$ cat config.mk
export PLATFORM = sky130hd
export DESIGN_NAME = hex_tx_sequencer
export DESIGN_NICKNAME = d
export VERILOG_FILES = /design/src/rtl/hex_tx_pkg.sv /design/src/rtl/bin2ascii.sv /design/src/rtl/hex_tx_sequencer.sv
export SDC_FILE = /design/constraint.sdc
export NUM_CORES = 1
export LEC_CHECK = 0
export CORE_MARGIN = 2
export CORE_UTILIZATION = 55
export DETAILED_ROUTE_END_ITERATION = 8
export DONT_BUFFER_PORTS = 1
export PLACE_DENSITY = 0.66
export SLEW_MARGIN = 20
export SYNTH_ARGS = -nofsm -noshare
export SYNTH_HDL_FRONTEND = slang
export SYNTH_HIERARCHICAL = 1
export SYNTH_SLANG_ARGS = --single-unit
$ cat constraint.sdc
create_clock -name clk -period 2.4 [get_ports clk]
set_clock_uncertainty 0.2 [all_clocks]
set_input_delay 0.48 -clock clk [delete_from_list [all_inputs] [get_ports clk]]
set_output_delay 0.48 -clock clk [all_outputs]
set_load 0.01 [all_outputs]
$ cat src/rtl/hex_tx_pkg.sv
// ============================================================================
// hex_tx_pkg: shared state encoding, ASCII constants and nibble conversion
// Rev 1.0
// ============================================================================
`default_nettype none

package hex_tx_pkg;

  typedef enum logic [2:0] {
    IDLE = 3'd0,
    CHAR = 3'd1,
    SEP  = 3'd2,
    CR   = 3'd3,
    LF   = 3'd4
  } state_t;

  localparam logic [7:0] ASCII_CR = 8'h0D;
  localparam logic [7:0] ASCII_LF = 8'h0A;
  localparam logic [7:0] ASCII_SP = 8'h20;

  // Uppercase hex digit: '0'..'9' then 'A'..'F'
  function automatic logic [7:0] nib2ascii(input logic [3:0] nib);
    if (nib < 4'd10) begin
      return 8'h30 + {4'h0, nib};
    end
    return 8'h37 + {4'h0, nib};
  endfunction

endpackage

`default_nettype wire

$ cat src/rtl/bin2ascii.sv
// ============================================================================
// bin2ascii: combinational binary-to-ASCII-hex, one output byte per nibble
// Rev 1.0
// ============================================================================
`default_nettype none

module bin2ascii
  import hex_tx_pkg::*;
#(
  parameter int NBYTES = 2
) (
  input  logic [NBYTES*8-1:0]  bin,
  output logic [NBYTES*16-1:0] ascii
);

  // Output byte i holds the character for nibble i (byte 0 = least significant)
  for (genvar i = 0; i < NBYTES * 2; i++) begin : g_nib
    assign ascii[i*8 +: 8] = nib2ascii(bin[i*4 +: 4]);
  end

endmodule

`default_nettype wire

$ cat src/rtl/hex_tx_sequencer.sv
// ============================================================================
// hex_tx_sequencer: streams 16-bit words as uppercase hex text lines to a byte sink
// Rev 1.0
// ============================================================================
`default_nettype none

module hex_tx_sequencer
  import hex_tx_pkg::*;
#(
  parameter int         WORDS_PER_LINE = 8,
  parameter logic [7:0] SEP_CHAR       = 8'h20
) (
  input  logic        clk,
  input  logic        rst,
  input  logic [15:0] in_data,
  input  logic        in_valid,
  output logic        in_ready,
  input  logic        flush,
  output logic [7:0]  tx_data,
  output logic        tx_valid,
  input  logic        tx_ready,
  output logic        busy
);

  localparam logic [7:0] LAST_CNT = 8'(WORDS_PER_LINE - 1);

  state_t      state;
  state_t      state_nx;
  logic [15:0] word_reg;
  logic [7:0]  word_cnt;
  logic [1:0]  nib_idx;
  logic        flush_pend;
  logic [31:0] ascii;

  logic        xfer;
  logic        accept;
  logic        flush_req;

  assign xfer      = tx_valid & tx_ready;
  assign accept    = in_valid & in_ready;
  assign flush_req = flush | flush_pend;

  bin2ascii #(
    .NBYTES (2)
  ) u_bin2ascii (
    .bin   (word_reg),
    .ascii (ascii)
  );

  always_ff @(posedge clk) begin
    if (rst) begin
      state <= IDLE;
    end else begin
      state <= state_nx;
    end
  end

  always_comb begin
    state_nx = state;
    case (state)
      IDLE: begin
        if (accept) begin
          state_nx = CHAR;
        end else if (flush_req && (word_cnt != 8'd0)) begin
          state_nx = CR;
        end
      end
      CHAR: begin
        if (xfer && (nib_idx == 2'd0)) begin
          state_nx = (word_cnt == LAST_CNT) ? CR : SEP;
        end
      end
      SEP: begin
        if (xfer) begin
          state_nx = IDLE;
        end
      end
      CR: begin
        if (xfer) begin
          state_nx = LF;
        end
      end
      LF: begin
        if (xfer) begin
          state_nx = IDLE;
        end
      end
      default: state_nx = IDLE;
    endcase
  end

  // Outputs decode from registered state only, so they hold while the sink stalls
  always_comb begin
    tx_valid = 1'b0;
    tx_data  = 8'h00;
    case (state)
      CHAR: begin
        tx_valid = 1'b1;
        tx_data  = ascii[{nib_idx, 3'b000} +: 8];
      end
      SEP: begin
        tx_valid = 1'b1;
        tx_data  = SEP_CHAR;
      end
      CR: begin
        tx_valid = 1'b1;
        tx_data  = ASCII_CR;
      end
      LF: begin
        tx_valid = 1'b1;
        tx_data  = ASCII_LF;
      end
      default: begin
        tx_valid = 1'b0;
        tx_data  = 8'h00;
      end
    endcase
    // A same-cycle flush blocks acceptance so the line is closed first
    in_ready = (state == IDLE) && !flush_pend && !flush && !rst;
    busy     = (state != IDLE);
  end

  always_ff @(posedge clk) begin
    if (rst) begin
      word_reg   <= 16'h0000;
      word_cnt   <= 8'd0;
      nib_idx    <= 2'd3;
      flush_pend <= 1'b0;
    end else begin
      if (accept) begin
        word_reg <= in_data;
        nib_idx  <= 2'd3;
      end

      if ((state == CHAR) && xfer && (nib_idx != 2'd0)) begin
        nib_idx <= nib_idx - 2'd1;
      end

      if ((state == SEP) && xfer) begin
        word_cnt <= word_cnt + 8'd1;
      end else if ((state == LF) && xfer) begin
        word_cnt <= 8'd0;
      end

      if ((state == LF) && xfer) begin
        flush_pend <= 1'b0;
      end else if ((state == IDLE) && flush_req && (word_cnt == 8'd0)) begin
        flush_pend <= 1'b0;
      end else if ((state != IDLE) && flush) begin
        flush_pend <= 1'b1;
      end
    end
  end

endmodule

`default_nettype wire

After elaboration in Yosys (flattened, before gate mapping)
Index checks and enable logic that the tools add are counted.

Flip-flop bits (word level): 30. Bits of input ports: 21. Word-level logic and storage cells: 84. Output and inout bits: 11.

Multiplexer cells: 25. Eq/ne operators: 9. Reductions and logical operators: 27. $add $sub $neg: 10. $lt $le $gt $ge: 4. Shifts and indexed selects: 1. Bitwise operators: 3.

Operators with widths (number): two-way mux 8 bit (10); adder 6 x 4 -> 7 bit (first input constant) (8); case mux 8 bit (4 select lines) (1); indexed part select 32 x 6 -> 8 bit (1); < comparator 4 bit (second input constant) (4); two-way mux 3 bit (5); logical AND 1 bit (12); case mux 3 bit (4 select lines) (1); adder 8 x 1 -> 8 bit (second input constant) (1); == test 8 x 3 -> 1 bit (second input constant) (1); zero test 8 bit (1); nonzero test 8 bit (1); == test 3 x 2 -> 1 bit (second input constant) (2); two-way mux 1 bit (6); nonzero test 2 bit (3); two-way mux 2 bit (2); != test 2 bit (second input constant) (2); AND reduction 4 bit (1); OR reduction 4 bit (1); == test 3 x 1 -> 1 bit (second input constant) (1); == test 3 bit (second input constant) (1); zero test 1 bit (3); zero test 3 bit (1); != test 3 bit (second input constant) (1); other kinds (8) (9).

Logic depth before layout (Yosys ltp)
Depth in word-level cells: 7. Depth in mapped cells: 7. Depth with buffers taken out: 6.

Modules after synthesis
Netlist, hierarchy kept.

By module, submodules not included: hex_tx_sequencer (times used 1, cells an instance 173, sequential area each 600.6 µm², area each 1679.1 µm²); bin2ascii (times used 1, cells an instance 64, sequential area each 0.0 µm², area each 410.4 µm²).

Worst setup path after synthesis
Ideal clock, no wire load.

Path kind: register to output. Start point: register word_reg[13]. End point: output tx_data[4]. Stages on the path, launching flop included: 7. Buffers on the path: 0. Data arrival time: 1.511 ns. Data required time: 1.720 ns. Slack: 0.209 ns. Cells stage by stage: dfxtp_1 inv_1 ha_1 and2b_1 o21ai_1 mux4_2 nor2b_1.

Longest elaborated chain between the ends: 5.

RTL lines: start, declared (line hex_tx_sequencer.sv:29) `logic [15:0] word_reg;`; start signal, assigned (line hex_tx_sequencer.sv:131) `word_reg <= in_data;`; adder 6 x 4 -> 7 bit / < comparator 4 bit (equally long branches) (line hex_tx_pkg.sv:24, hex_tx_pkg.sv:23); two-way mux 8 bit / two-way mux 1 bit (equally long branches) (line hex_tx_pkg.sv:23) `if (nib < 4'd10) begin`; two-way mux 8 bit (*) (line hex_tx_pkg.sv:26) `return 8'h37 + {4'h0, nib};`; named net ascii[28] (line hex_tx_sequencer.sv:33) `logic [31:0] ascii;`; indexed part select 32 x 6 -> 8 bit (*) (line hex_tx_sequencer.sv:99) `tx_data = ascii[{nib_idx, 3'b000} +: 8];`; case mux 8 bit (4 select lines) (*) (line hex_tx_sequencer.sv:96) `case (state)`; end, declared (line hex_tx_sequencer.sv:19) `output logic [7:0] tx_data,`.

The timed path passes the listed nets; every way through them passes the cells marked *. The select of a mux whose other input is x is not followed.

Final worst setup path
Start point: register word_reg[13]. End point: output tx_data[6].

Same word-level chain as after synthesis.

==> qor.csv <==
stage,metric,value,unit
outcome,status,"complete, but fails checks",
outcome,failed_checks,setup timing,
yosys,ys_ff_latch,30,
clock_tree,clk_latency,0.28,ns
worst_setup_path,worst-path-stages,6,
detailed_routing,wl,4780,um
yosys,synth_cells,237,
detailed_routing,route.detailed.drc,0,
place,hpwl,3170,um
layout,drive_gt1_share,31.8,%
detailed_routing,wl_per_cell,16.3,um
yosys,syn_area_per_cell,8.82,um^2
power_and_ir_drop,p_leak,1.01,nW
layout,finalNonFillerCells,293,
worst_setup_path,crit_path_max_incr_delay,0.48,ns
worst_hold_path,worst_hold_startpoint,rst,
detailed_routing,drt_pre_antenna_iters,4,
yosys,yosysWarningCount,6,
die,initial_core_util,57.1,%
sta,min_period_over_period,104,%
die,fp.dieW,65.6,um
clock_tree,clock_path_buffers,2,
layout,area_delta_synth_final,17.4,%
worst_setup_path,r2r_end,word_reg[3],
worst_setup_path,crit_type,reg2out,
worst_hold_path,min_path_cells,1,
detailed_routing,via_per_inst,6.00,
clock_tree,clk_transition_reported_paths,0.07,ns
detailed_routing,drtIter0Drc,113,
global_route,grt_pass1_vias,1657,
die,ios,32,
global_route,track_usage,24.1,%
sta,slew_violations,0,
layout,n_antenna_cell,0,
die,die_y,65.6,um
worst_hold_path,hold_path_end,state[2],
job,maxCapViolCount,0,
sta,tightest_slew,0.534,ns
power_and_ir_drop,powerDensity,751,nW/um^2
worst_setup_path,reg2reg_from,state[1],
clock_tree,clkSinkCount,30,
power_and_ir_drop,ir_drop,0.423,mV
yosys,synth.cell_area,2090,um^2
place,dp_cells,280,
sta,max_freq,402,MHz
worst_setup_path,crit_chain,inv_2 -> ha_4 -> and2b_1 -> o21a_1 -> mux4_2 -> nor2b_4,
die,coreArea,3660,um^2
sta,period_needed,2.48,ns
global_route,grt_pass1_wl,7850,um
worst_setup_path,slowest_stage,mux4_2,
place,gp_congestion,0.835,
worst_hold_path,hold_path_class,in2reg,
worst_setup_path,cp_num_buf_inv,1,
place,place_area,2120,um^2
layout,fin_nets,272,
die,die_area,4310,um^2
clock_tree,cts_inserted_buffers,5,
sta,hold_viol_final,0,
clock_tree,cts_tree,yes,
power_and_ir_drop,power,1.84,mW
clock_tree,clock-root-buffer,clkbuf_8,
layout,fillCellCount,278,
worst_setup_path,cp.required,1.72,ns
global_route,grt_max_degree,31,
sta,max_slew_margin,64.4,%
sta,final-setup-viol-count,2,
yosys,ys_seq_area_share,28.7,%
place,port-buffer-count,0,
clock_tree,htreeDepth,2,
yosys,yosysUniqueCellTypes,51,
worst_setup_path,endpoint_kind,primary output,
worst_setup_path,path_max_fanout,3,
yosys,synth_edf_count,0,
detailed_routing,vias,1758,
global_route,antenna_found_initial,0,
global_route,gr-total-overflow,0,
detailed_routing,ant_nets,0,
worst_setup_path,reg2reg_slack,0.30,ns
yosys,async_reset_ff_share,0,%
sta,setup_ws,-0.0845,ns
worst_setup_path,startpoint_type,flop,
layout,final_util,67.0,%
clock_tree,cts_hold_buf,0,
worst_setup_path,cp.arrival,1.80,ns
die,rows,22,
sta,setup-tns-final,-0.118,ns
yosys,yosys.area.top_type,dfxtp_1,
sta,rsz0062_at_grt,yes,
layout,final_cell_area,2450,um^2
yosys,synth_flop_cell,dfxtp_1,
worst_setup_path,critPathTopFamily,multiplexers,
worst_setup_path,r2r_cells,5,
yosys,ys_top_cells_by_area,"dfxtp_1 (29%), mux4_2 (8.6%), mux2i_1 (7.7%)",
yosys,synth_top_cell_area_share,28.7,%
layout,largest_reg_flops,16,
-- power by group --
group,switching [mW],leakage (nW),internal [mW]
logic,0.357,0.709,0.320
registers,0.113,0.251,0.554
clock network,0.189,0.0524,0.310
-- area by class of cell --
cell class	instances	area (um^2)	share of cell area [%]
well taps	48	60.1	2.45
clock buffers	7	76.3	3.11
flip-flops and latches	30	629	25.7
repair buffers	12	93.8	3.83
clock inverters	1	30.0	1.22
multi-input cells	181	1510	61.6
inverters	14	52.6	2.14
-- cells in the mapped netlist (all sizes together) (6+ instances only) --
cell type	count
inv	14
o21a	7
a21oi	15
o21ai	13
nand3	6
ha	7
nand2	11
mux4	8
mux2i	16
dfxtp	30
nor2	27
buf	12
nor2b	7
-- logic make-up (layout without fill, tap and decap cells) --
group	count (synthesis)	after routing	synth area share, %
mux	24	24	16.3
compound gates	53	53	18.1
flops	30	30	28.7
fa+ha+maj	7	7	4.19
simple gates	87	87	23.2
xor+xnor	6	6	2.51
other cells	1	4	0.179
buf+inv	29	34	6.77
-- worst max path at each step --
stage / from / endpoint / slack [ns]
after floorplan: word_reg[13] / tx_data[4] / 0.21
after global placement: word_reg[8] / tx_data[4] / 0.19
after detailed placement: word_reg[8] / tx_data[4] / 0.17
after CTS: word_reg[13] / tx_data[6] / -0.06
after global routing: word_reg[13] / tx_data[6] / -0.12
final: word_reg[13] / tx_data[6] / -0.08
-- cells in the final DEF (no fill, tap or decap), types with 5 or more instances in the layout --
cell       n
o21ai_1    7
and2b_1    5
nand2b_1   5
buf_4     11
dfxtp_2   14
dfxtp_1   13
a21oi_2    7
mux2i_1   16
mux4_2     8
nand2_1   11
o21a_1     7
inv_1      6
clkbuf_8   5
a21oi_1    8
inv_2      8
nand3_1    6
nor2_1    26
nor2b_1    5
-- through the flow --
stage	hold WS, ns	setup slack (ns)
after floorplan	0.246	0.209
after global placement	0.263	0.194
after detailed placement	0.273	0.170
after CTS	0.0517	-0.0609
after global routing	0.0484	-0.123
final	0.0601	-0.0845
-- per-layer routing --
layer  wire length (um)  up-vias  global-route usage, %
met1               2120      831                   31.6
met5                  0        -                      0
met3                297       12                   7.53
li1                   -      861                      -
met2               2260       54                   36.2
met4                 95        0                   10.9
-- repair_timing --
item	4_1_cts	5_1_grt
gates resized for setup	34	24
pin swaps	6	6
setup buffers	4	1
setup endpoints to repair	7	6
Power figures use the tool's default switching activity.
